`src/rtl/qsfp_dom_pkg.sv`:
```
`default_nettype none
// ============================================================================
// Package : qsfp_dom_pkg
// Brief   : Shared constants, byte map and FSM state type for the QSFP DOM
//           scanner and its word storage.
// Rev     : 1.0  initial release
// ============================================================================
package qsfp_dom_pkg;

   localparam int SLOTS_PER_MODULE = 6;
   localparam int CYCLES_PER_WORD  = 5;

   // MSB byte of each monitored word; the LSB always sits at MSB + 1
   localparam logic [7:0] BYTE_TEMP_MSB = 8'd22;
   localparam logic [7:0] BYTE_VCC_MSB  = 8'd26;
   localparam logic [7:0] BYTE_RX1_MSB  = 8'd34;
   localparam logic [7:0] BYTE_RX2_MSB  = 8'd36;
   localparam logic [7:0] BYTE_RX3_MSB  = 8'd38;
   localparam logic [7:0] BYTE_RX4_MSB  = 8'd40;

   typedef enum logic [2:0] {
      IDLE   = 3'd0,
      RD_HI  = 3'd1,
      CAP_HI = 3'd2,
      RD_LO  = 3'd3,
      CAP_LO = 3'd4,
      WRITE  = 3'd5
   } scan_state_t;

   // Slot number -> MSB byte offset inside the per-module shadow page
   function automatic logic [7:0] slot_msb_byte(input logic [2:0] slot);
      case (slot)
         3'd0:    return BYTE_TEMP_MSB;
         3'd1:    return BYTE_VCC_MSB;
         3'd2:    return BYTE_RX1_MSB;
         3'd3:    return BYTE_RX2_MSB;
         3'd4:    return BYTE_RX3_MSB;
         3'd5:    return BYTE_RX4_MSB;
         default: return 8'd0;
      endcase
   endfunction

endpackage
`default_nettype wire

```
`src/rtl/qsfp_dom_regfile.sv`:
```
`default_nettype none
// ============================================================================
// Module : qsfp_dom_regfile
// Brief  : Per-module DOM word storage (QSFP_COUNT x 6 words) with a single
//          write port from the scanner and a registered host read port.
// Rev    : 1.0  initial release
// ============================================================================
module qsfp_dom_regfile #(
   parameter int QSFP_COUNT = 2
) (
   input  logic                           clk,
   input  logic                           rst,
   input  logic                           i_we,
   input  logic [$clog2(QSFP_COUNT)-1:0]  i_wmod,
   input  logic [2:0]                     i_wslot,
   input  logic [15:0]                    i_wdata,
   input  logic [$clog2(QSFP_COUNT)+2:0]  i_raddr,
   output logic [15:0]                    o_rdata
);
   import qsfp_dom_pkg::*;

   localparam int MW    = $clog2(QSFP_COUNT);
   localparam int DEPTH = QSFP_COUNT * SLOTS_PER_MODULE;
   localparam int IDX_W = $clog2(DEPTH);

   logic [15:0]      r_mem [DEPTH];
   logic [15:0]      r_rdata;
   logic [IDX_W-1:0] w_widx;
   logic [IDX_W-1:0] w_ridx;
   logic             w_rvalid;

   // Flatten {module, slot} addresses; slots 6/7 and absent modules read zero
   always_comb begin
      w_widx   = IDX_W'(int'(i_wmod) * SLOTS_PER_MODULE + int'(i_wslot));
      w_ridx   = IDX_W'(int'(i_raddr[MW+2:3]) * SLOTS_PER_MODULE + int'(i_raddr[2:0]));
      w_rvalid = (i_raddr[2:0] < 3'(SLOTS_PER_MODULE)) && (int'(i_raddr[MW+2:3]) < QSFP_COUNT);
   end

   // Word storage, one word written per scanner WRITE cycle
   always_ff @(posedge clk or posedge rst) begin
      if (rst) begin
         for (int i = 0; i < DEPTH; i++) r_mem[i] <= '0;
      end else if (i_we) begin
         r_mem[w_widx] <= i_wdata;
      end
   end

   // Registered host read; a same-cycle write is seen on the following read
   always_ff @(posedge clk or posedge rst) begin
      if (rst) r_rdata <= '0;
      else     r_rdata <= w_rvalid ? r_mem[w_ridx] : 16'h0000;
   end

   assign o_rdata = r_rdata;

endmodule
`default_nettype wire

```
`src/rtl/qsfp_dom_scanner.sv`:
```
`default_nettype none
// ============================================================================
// Module : qsfp_dom_scanner
// Brief  : Walks the I2C poller shadow memory after each refresh, collects
//          temperature, Vcc and four RX-power words per QSFP module, stores
//          them for host reads and raises per-module threshold alarms.
// Rev    : 1.0  initial release
// ============================================================================
module qsfp_dom_scanner #(
   parameter int                 QSFP_COUNT = 2,
   parameter logic signed [15:0] TEMP_LIMIT = 16'sh4600,
   parameter logic [15:0]        RXPOW_MIN  = 16'd100
) (
   input  logic                           clk,
   input  logic                           rst,
   input  logic                           updated,
   output logic [$clog2(QSFP_COUNT)+7:0]  readAddress,
   input  logic [7:0]                     readData,
   input  logic [$clog2(QSFP_COUNT)+2:0]  sysReadAddr,
   output logic [15:0]                    sysReadData,
   output logic [QSFP_COUNT-1:0]          alarm,
   output logic                           scanDone,
   output logic [15:0]                    scanCount
);
   import qsfp_dom_pkg::*;

   localparam int MW = $clog2(QSFP_COUNT);

   scan_state_t             r_state;
   scan_state_t             w_state_nxt;
   logic [MW-1:0]           r_mod;
   logic [2:0]              r_slot;
   logic [7:0]              r_hi;
   logic                    r_pending;
   logic [QSFP_COUNT-1:0]   r_acc;
   logic [QSFP_COUNT-1:0]   r_alarm;
   logic [MW+7:0]           r_read_addr;
   logic                    r_scan_done;
   logic [15:0]             r_scan_count;

   logic                    w_start;
   logic                    w_last;
   logic [15:0]             w_word;
   logic                    w_word_alarm;
   logic [QSFP_COUNT-1:0]   w_acc_nxt;

   assign w_start = (r_state == IDLE) && (updated || r_pending);
   assign w_last  = (r_mod == MW'(QSFP_COUNT - 1)) && (r_slot == 3'(SLOTS_PER_MODULE - 1));
   assign w_word  = {r_hi, readData};

   // Threshold compare on the word being written and alarm accumulation
   always_comb begin
      w_word_alarm = 1'b0;
      if (r_slot == 3'd0)      w_word_alarm = ($signed(w_word) > TEMP_LIMIT);
      else if (r_slot >= 3'd2) w_word_alarm = (w_word < RXPOW_MIN);
      w_acc_nxt = r_acc;
      if (r_state == WRITE) w_acc_nxt[r_mod] = r_acc[r_mod] | w_word_alarm;
   end

   // Next-state logic: five states per word, back to IDLE after the last word
   always_comb begin
      w_state_nxt = r_state;
      case (r_state)
         IDLE:    if (updated || r_pending) w_state_nxt = RD_HI;
         RD_HI:   w_state_nxt = CAP_HI;
         CAP_HI:  w_state_nxt = RD_LO;
         RD_LO:   w_state_nxt = CAP_LO;
         CAP_LO:  w_state_nxt = WRITE;
         WRITE:   w_state_nxt = w_last ? IDLE : RD_HI;
         default: w_state_nxt = IDLE;
      endcase
   end

   // State register
   always_ff @(posedge clk or posedge rst) begin
      if (rst) r_state <= IDLE;
      else     r_state <= w_state_nxt;
   end

   // Datapath: addressing, byte capture, word cursor, alarms and counters
   always_ff @(posedge clk or posedge rst) begin
      if (rst) begin
         r_mod        <= '0;
         r_slot       <= '0;
         r_hi         <= '0;
         r_pending    <= 1'b0;
         r_acc        <= '0;
         r_alarm      <= '0;
         r_read_addr  <= '0;
         r_scan_done  <= 1'b0;
         r_scan_count <= '0;
      end else begin
         r_scan_done <= 1'b0;
         case (r_state)
            IDLE: begin
               if (w_start) begin
                  r_mod     <= '0;
                  r_slot    <= '0;
                  r_acc     <= '0;
                  r_pending <= 1'b0;
               end
            end
            RD_HI: r_read_addr <= {r_mod, slot_msb_byte(r_slot)};
            RD_LO: begin
               r_hi        <= readData;
               r_read_addr <= {r_mod, slot_msb_byte(r_slot) | 8'd1};
            end
            WRITE: begin
               r_acc <= w_acc_nxt;
               if (w_last) begin
                  r_alarm      <= w_acc_nxt;
                  r_scan_done  <= 1'b1;
                  r_scan_count <= r_scan_count + 16'd1;
               end else if (r_slot == 3'(SLOTS_PER_MODULE - 1)) begin
                  r_slot <= '0;
                  r_mod  <= r_mod + MW'(1);
               end else begin
                  r_slot <= r_slot + 3'd1;
               end
            end
            default: ;
         endcase
         // Refreshes during a scan collapse into one follow-up scan
         if (updated && (r_state != IDLE)) r_pending <= 1'b1;
      end
   end

   qsfp_dom_regfile #(
      .QSFP_COUNT (QSFP_COUNT)
   ) u_regfile (
      .clk     (clk),
      .rst     (rst),
      .i_we    (r_state == WRITE),
      .i_wmod  (r_mod),
      .i_wslot (r_slot),
      .i_wdata (w_word),
      .i_raddr (sysReadAddr),
      .o_rdata (sysReadData)
   );

   assign readAddress = r_read_addr;
   assign alarm       = r_alarm;
   assign scanDone    = r_scan_done;
   assign scanCount   = r_scan_count;

endmodule
`default_nettype wire

```
`config.mk`:
```
export PLATFORM = sky130hd
export DESIGN_NAME = qsfp_dom_scanner
export DESIGN_NICKNAME = d
export VERILOG_FILES = /design/src/rtl/qsfp_dom_pkg.sv /design/src/rtl/qsfp_dom_regfile.sv /design/src/rtl/qsfp_dom_scanner.sv
export SDC_FILE = /design/constraint.sdc
export NUM_CORES = 1
export LEC_CHECK = 0
export BUFFER_PORTS_ARGS = -buffer_cell sky130_fd_sc_hd__buf_2
export CORE_ASPECT_RATIO = 1.5
export CORE_MARGIN = 3
export CORE_UTILIZATION = 45
export CTS_CLUSTER_SIZE = 40
export DETAILED_ROUTE_END_ITERATION = 7
export PLACE_DENSITY_LB_ADDON = 0.1
export SYNTH_ARGS = -nofsm -noshare
export SYNTH_HDL_FRONTEND = slang
export SYNTH_HIERARCHICAL = 1
export SYNTH_SLANG_ARGS = --single-unit
export TNS_END_PERCENT = 20
```
`constraint.sdc`:
```
create_clock -name clk -period 8.6 [get_ports clk]
set_clock_uncertainty 0.2 [all_clocks]
set_input_delay 0.86 -clock clk [delete_from_list [all_inputs] [get_ports clk]]
set_output_delay 0.86 -clock clk [all_outputs]
set_load 0.005 [all_outputs]
```
==> results of run 1 <==
flip-flops by register name, indices dropped and copies added, names as in the netlist:
signal             cells
u_regfile/r_mem      192
r_acc                  2
r_slot                 3
scanCount             16
scanDone               1
readAddress            7
r_mod                  1
r_pending              1
alarm                  2
r_hi                   8
u_regfile/o_rdata     16
r_state                3
placed cells by master (no fill, tap or decap), types with 12 or more instances in the layout:
cell type  count
a21oi_1       18
nand2_1       38
clkbuf_16     25
mux2_2       204
nor2_1        16
buf_2         55
buf_4         12
mux4_2        32
dfrtp_1      252
mux2i_1       32
a32o_1        16
nand2b_1      19
inv_1         12
routing by layer:
| metal | track usage, % | wire [um] | vias to the layer above |
|---|---|---|---|
| met3 | 2.332 | 889 | 36 |
| li1 | - | - | 2917 |
| met5 | 0 | 0 | - |
| met1 | 24.40 | 10630 | 3542 |
| met4 | 5.295 | 596 | 0 |
| met2 | 36.84 | 14520 | 125 |
power by group through the flow:
| stage | logic [mW] | clock network (mW) | registers (mW) |
|---|---|---|---|
| CTS | 0.651 | 1.08 | 1.68 |
| global route | 0.707 | 1.13 | 1.71 |
| floorplan | 0.566 | 0 | 1.58 |
| finish | 0.641 | 1.04 | 1.68 |
| detailed placement | 0.648 | 0 | 1.70 |
| global placement | 0.624 | 0 | 1.67 |
path summary, 6_finish.rpt:
path	from	end	slack [ns]	cells after the start
worst max-delay path	r_mod	u_regfile/r_mem[104]	5.23	5
worst min-delay path	readAddress[0]	readAddress[0]	0.27	2
worst max register to register	r_mod	u_regfile/r_mem[104]	5.23	5
worst min register to register	readAddress[0]	readAddress[0]	0.27	2
max in group asynchronous	rst	u_regfile/r_mem[4]	6.20	3
min in group asynchronous	rst	u_regfile/r_mem[187]	0.33	2
metrics by stage:
| step | area (sq um) | cells | setup slack (ns) |
|---|---|---|---|
| after floorplan | 11390 | 792 | 1.859 |
| after global placement | 11850 | 1125 | 5.106 |
| after detailed placement | 11850 | 1125 | 5.034 |
| after CTS | 12630 | 1167 | 5.204 |
| after global routing | 12630 | 1168 | 5.065 |
| final | 12630 | 1168 | 5.226 |
area by class of cell:
type | instances | area [sq um] | area share (%)
well taps | 324 | 405.4 | 3.209
clock inverters | 5 | 50.05 | 0.3962
multi-input cells | 467 | 4710 | 37.28
inverters | 15 | 63.81 | 0.5051
flip-flops and latches | 252 | 6306 | 49.92
clock buffers | 37 | 730.7 | 5.784
repair buffers | 67 | 365.4 | 2.892
diodes | 1 | 2.502 | 0.01981
Yosys cell counts (all sizes together) (8+ instances only):
library cell  instances  area (sq um)
a21oi                18         90.09
mux4                 32         720.7
clkbuf               23         87.58
nand2b               19         118.9
mux2i                32         320.3
dfrtp               252          6306
nand4                 8         90.09
nand2                40         155.1
nor2                 18         72.57
xor2                  9         78.83
inv                  15         56.30
mux2                204          2297
a32o                 16         160.2
buf                  35         239.0
o21ai                 9         45.04
tightest hold or removal path: stages (launching register included):
cell and delay [ns]:
dfrtp_1 0.33, nand2_1 0.05, nand2_1 0.06
kinds of logic after synthesis:
group,count (synthesis)
DFF,252
other,1
adders and majority gates,6
AOI/OAI and AO/OA,54
muxes,268
and+or+nand+nor,121
xor gates and xnor gates,16
buffers and inverters,73
==> metrics.md, run 1 <==
| Metric | Value |
|---|---|
| Via/cell ratio | `5.668` |
| Clock slew seen by the registers of the worst setup and hold paths | `0.06 ns` |
| Yosys cell types | `55` |
| Gpl congestion | `0.7663` |
| IO Count | `59` |
| Final worst-path cycle share | `39.23%` |
| Die area | `27290 sq um` |
| Pwr Total | `3.361 mW` |
| CTS buffer count | `25` |
| Critical Path, Cell by Cell | `ha_1, fa_1, nand3b_2, nor3b_4, mux2_2` |
| CTS Sinks | `252` |
| P_int | `2.416 mW` |
| Worst setup SP type | `flop` |
| Routed Antenna Nets | `0` |
| PwrDens | `266.0 nW/um^2` |
| Clk_lat worst skew | `0.50 ns` |
| Largest family of logic cells by synthesized area | `multiplexers` |
| Worst Hold Class | `reg2reg` |
| Top_reg_cell synth | `dfrtp_1` |
| Post-cts resize count | `0` |
| Max-slew violations | `0` |
| Post-DP HPWL | `16510 um` |
| Die Height | `200.8 um` |
| First-pass GRT wire length | `42030 um` |
| Detailed-route via count | `6620` |
| Min Hold Slack | `0.2702 ns` |
| Cells after Synth | `791` |
| Slew HR | `17.78%` |
| Initial Utilization | `46.28%` |
| Area Growth Syn to Fin | `10.92%` |
| Switching power total | `944.6 uW` |
| Final setup viols | `0` |
| Worst VDD drop | `158.4 uV` |
| CTS tree | `built` |
| Die X | `135.9 um` |
| Pleak | `6.068 nW` |
| CP top delay family | `simple AND/OR/NAND/NOR gates` |
| Simple-gate share of the synthesized area | `6.514%` |
| Mean Syn Cell Area | `14.40 sq um` |
| Final core occ | `51.33%` |
| Worst EP arrival | `3.56 ns` |
| Measured slew at the worst slew-check pin | `1.232 ns` |
| Std-Cell Rows | `70` |
| Hold_buf cts | `0` |
| Final Hold Vio Count | `0` |
| Setup bufs post-CTS | `0` |
| Synth Area in XOR/XNOR | `1.230%` |
| Total of warnings raised by yosys | `6` |
| Ratio of cells with drive above 1 in the final layout | `43.18%` |
| Worst path max stage delay | `1.05 ns` |
| Crit path time final | `3.374 ns` |
| Final wirelength | `26630 um` |
| Largest net degree at the start of global routing | `128` |
| WP buf/inv | `0` |
| Fmax | `296.4 MHz` |
| Remaining DRCs | `0` |
| Clk buf depth | `3` |
| Port Buffer Count | `56` |
| Critical Path RT | `8.79 ns` |
| GR Overflow Total | `0` |
| Flop pwr share | `49.9%` |
| EDFF count, synth | `0` |
| Switching share of total power | `28.11%` |
| Fillers | `2072` |
| Initial antenna violation count | `1` |
| Syn Std Cell Area | `11390 sq um` |
| DRT Pass-1 Iters | `4` |
| Core Area | `24610 sq um` |
| Root Buffer | `clkbuf_16` |
| Iter 0 DRT Violations | `258` |
| FF+latch count, synth | `252` |
| Htree depth | `1` |
| CP max stage cell | `nor3b_4` |
| Worst Path Max Fanout | `16` |
| Drt wl/cell | `22.80 um` |
| Post-synthesis sequential area ratio | `55.37%` |
| Max_cap viols | `0` |
| RSZ-0062 raised after global routing | `no` |
| Comb pwr share | `19.1%` |
| Status | `finished clean` |
| Post-Synth Adder-Cell Area | `0.7909%` |
| Nets | `849` |
| Clk pwr share | `31.0%` |
| Gr usage total | `19.93%` |
| WS Path Type | `reg2reg` |
| Mux cell area share after synthesis | `29.31%` |
| Fraction of the mapped netlist area in compound gates | `3.394%` |
| Setup TNS | `0 ns` |
| Crit end category | `flop` |
| Vias in the first global route | `7249` |
| Share of synthesized flip-flops with an asynchronous set or reset | `100.0%` |
Note: power is estimated with default switching activity, not from simulation.
==> run 2: changes to the inputs <==
- clock period: 8.6 -> 2.8 ns (I/O delays scaled with it)
==> run 2 against run 1 <==
Compared with the run above: worst setup slack worse by 5.1 ns; cell count rose by 3.3%; clock power rose to 3.6 times the previous value; total power rose to 3.2 times the previous value; non-clock buffer count increased by 35; design area grew 4.8%; register-to-register slack got worse by 5.1 ns; maximum frequency up 26%; via count increased by 2.3%; routed wire length is 2.9% higher; worst hold slack worse by 0.26 ns; count of clock-buffer cells in the layout down 4.
==> metrics.md, run 2 (synthesis gave the netlist of run 1 again) <==
| Metric | Value |
|---|---|
| Worst Path Max Fanout | `11 (-5)` |
| Gr usage total | `20.51% (+0.58 points)` |
| First-pass GRT wire length | `43300 um (+3.0%)` |
| Die area | `27290 sq um (unchanged)` |
| Initial antenna violation count | `0 (-1)` |
| Final wirelength | `27400 um (+2.9%)` |
| Max-slew violations | `0 (unchanged)` |
| Final Hold Vio Count | `0 (unchanged)` |
| Final non-filler cell total | `1207 (+3.3%)` |
| Iter 0 DRT Violations | `273 (+5.8%)` |
| CTS buffer count | `26 (+4.0%)` |
| Final worst-path cycle share | `95.49% (+56 points)` |
| Clk buf depth | `3 (unchanged)` |
| IO Count | `59 (unchanged)` |
| Htree depth | `1 (unchanged)` |
| Clk_lat worst skew | `0.53 ns (+0.03 ns)` |
| Worst VDD drop | `548.8 uV (+250%)` |
| Std-Cell Rows | `70 (unchanged)` |
| Measured slew at the worst slew-check pin | `0.7413 ns (-0.4907 ns)` |
| Vias in the first global route | `7500 (+3.5%)` |
| Ratio of cells with drive above 1 in the final layout | `45.87% (+2.7 points)` |
| Post-DP HPWL | `17610 um (+6.6%)` |
| Worst Hold Class | `in2reg` |
| Slew HR | `50.47% (+33 points)` |
| PwrDens | `824.4 nW/um^2 (+210%)` |
| Via/cell ratio | `5.611 (-0.99%)` |
| Drt wl/cell | `22.70 um (-0.42%)` |
| Most common cell after layout, fill and taps aside | `dfrtp_1` |
| GR Overflow Total | `0 (unchanged)` |
| Routed Antenna Nets | `0 (unchanged)` |
| Gpl congestion | `0.7580 (-1.1%)` |
| Port Buffer Count | `56 (unchanged)` |
| CTS tree | `built` |
| Crit end category | `flop` |
| CP max stage cell | `fa_1` |
| Remaining DRCs | `0 (unchanged)` |
| M1 GR Usage | `26.07% (+1.7 points)` |
| Root Buffer | `clkbuf_16` |
| Area Growth Syn to Fin | `16.29%` |
| Die X | `135.9 um (unchanged)` |
| DRT Pass-1 Iters | `4 (unchanged)` |
| Detailed-route via count | `6773 (+2.3%)` |
| Crit path time final | `2.674 ns (-0.7000 ns)` |
| Worst EP arrival | `2.88 ns (-0.68 ns)` |
| Commonest non-fill, non-tap cells in the layout | `252 x dfrtp_1, 204 x mux2_2, 55 x buf_2, 38 x nand2_1` |
| Core Area | `24610 sq um (unchanged)` |
| N_diodes | `0 (-1)` |
| Status | `finished clean` |
| Fmax | `374.0 MHz (+26%)` |
| Max_cap viols | `0 (unchanged)` |
| Die Height | `200.8 um (unchanged)` |
| Final worst slack | `0.1262 ns (-5.100 ns)` |
| Nets | `885 (+4.2%)` |
| WS Path Type | `reg2reg` |
| Grt peak-use layer | `met2` |
| Final Instance Area | `13250 sq um (+4.8%)` |
| Worst setup SP type | `flop` |
| Met3 usage | `2.633% (+0.30 points)` |
| CTS Sinks | `252 (unchanged)` |
| Largest register by flop count | `u_regfile/r_mem` |
| Setup WS pre-CTS | `0.05615 ns (-4.978 ns)` |
| Critical Path RT | `3.00 ns (-5.79 ns)` |
| Critical Path, Cell by Cell | `ha_1, fa_1, nand3b_2, nor3b_4, buf_12, mux2_2` |
| Final setup viols | `0 (unchanged)` |
| Met2 GRT Util | `36.81% (about the same)` |
| Max FFs per register | `192 (unchanged)` |
| Pleak | `6.369 nW (+5.0%)` |
| DP Area | `12290 sq um (+3.7%)` |
| Initial Utilization | `46.28% (unchanged)` |
| CP top delay family | `adder cells` |
| RSZ-0062 raised after global routing | `no` |
| Clock slew seen by the registers of the worst setup and hold paths | `0.06 ns (about the same)` |
| Setup bufs post-CTS | `0 (unchanged)` |
| Fillers | `2018 (-2.6%)` |
| Worst path max stage delay | `0.51 ns (-0.54 ns)` |
| WP buf/inv | `1 (+1)` |
| Largest net degree at the start of global routing | `40 (-69%)` |
| DP Cell Count | `1157 (+2.8%)` |
==> run 2: worst paths after layout <==
kind | slack [ns] | end | depth (start not counted) | from
max | 0.13 | u_regfile/r_mem[104] | 6 | r_mod
min | 0.01 | u_regfile/r_mem[0] | 2 | readData[0]
max reg2reg | 0.13 | u_regfile/r_mem[104] | 6 | r_mod
min reg2reg | 0.27 | scanCount[15] | 1 | scanCount[15]
max in group asynchronous | 1.30 | u_regfile/r_mem[4] | 4 | rst
min in group asynchronous | 0.19 | scanCount[3] | 3 | rst
==> run 2: through the flow <==
| stage | TNS [ns] | hold WS [ns] | util (%) | total power, mW |
|---|---|---|---|---|
| floorplan | -79.09 | 0.2240 | - | 6.587 |
| global placement | 0 | 0.1735 | 49.92 | 7.140 |
| detailed placement | 0 | 0.1962 | 49.92 | 7.293 |
| CTS | 0 | 0.008881 | 53.81 | 11.04 |
| global route | 0 | 0.03807 | 53.82 | 11.48 |
| finish | 0 | 0.01123 | 53.82 | 10.92 |
==> run 2: power breakdown <==
part / switching, mW / internal, mW / total, mW / leakage (nW)
clock: 1.41 / 2.29 / 3.70 / 0.460
combinational: 0.896 / 1.16 / 2.06 / 2.59
sequential: 0.711 / 4.45 / 5.16 / 3.32
==> run 2: final cells by class <==
type                       count  area (sq um)  share of cell area (%)
sequential                   252          6306                   47.61
multi-input combinational    467          4712                   35.58
tap                          324         405.4                   3.061
timing repair buffer         102         835.8                   6.310
inverter                      15         60.06                  0.4534
clock buffer                  33         728.2                   5.498
clock inverter                14         197.7                   1.493
==> run 2: routing by layer <==
layer	part of all wire (%)	vias to the layer above
met5	0	-
met4	2.3	0
met3	3.5	44
met2	52	130
met1	42	3599
li1	-	3000
==> run 2: what timing repair did <==
action / 4_1_cts / 5_1_grt
endpoints found under the setup margin: 0 / 14
hold buffers: 3 / 0
hold endpoints to repair: 60 / 0
gates resized for setup: 0 / 1
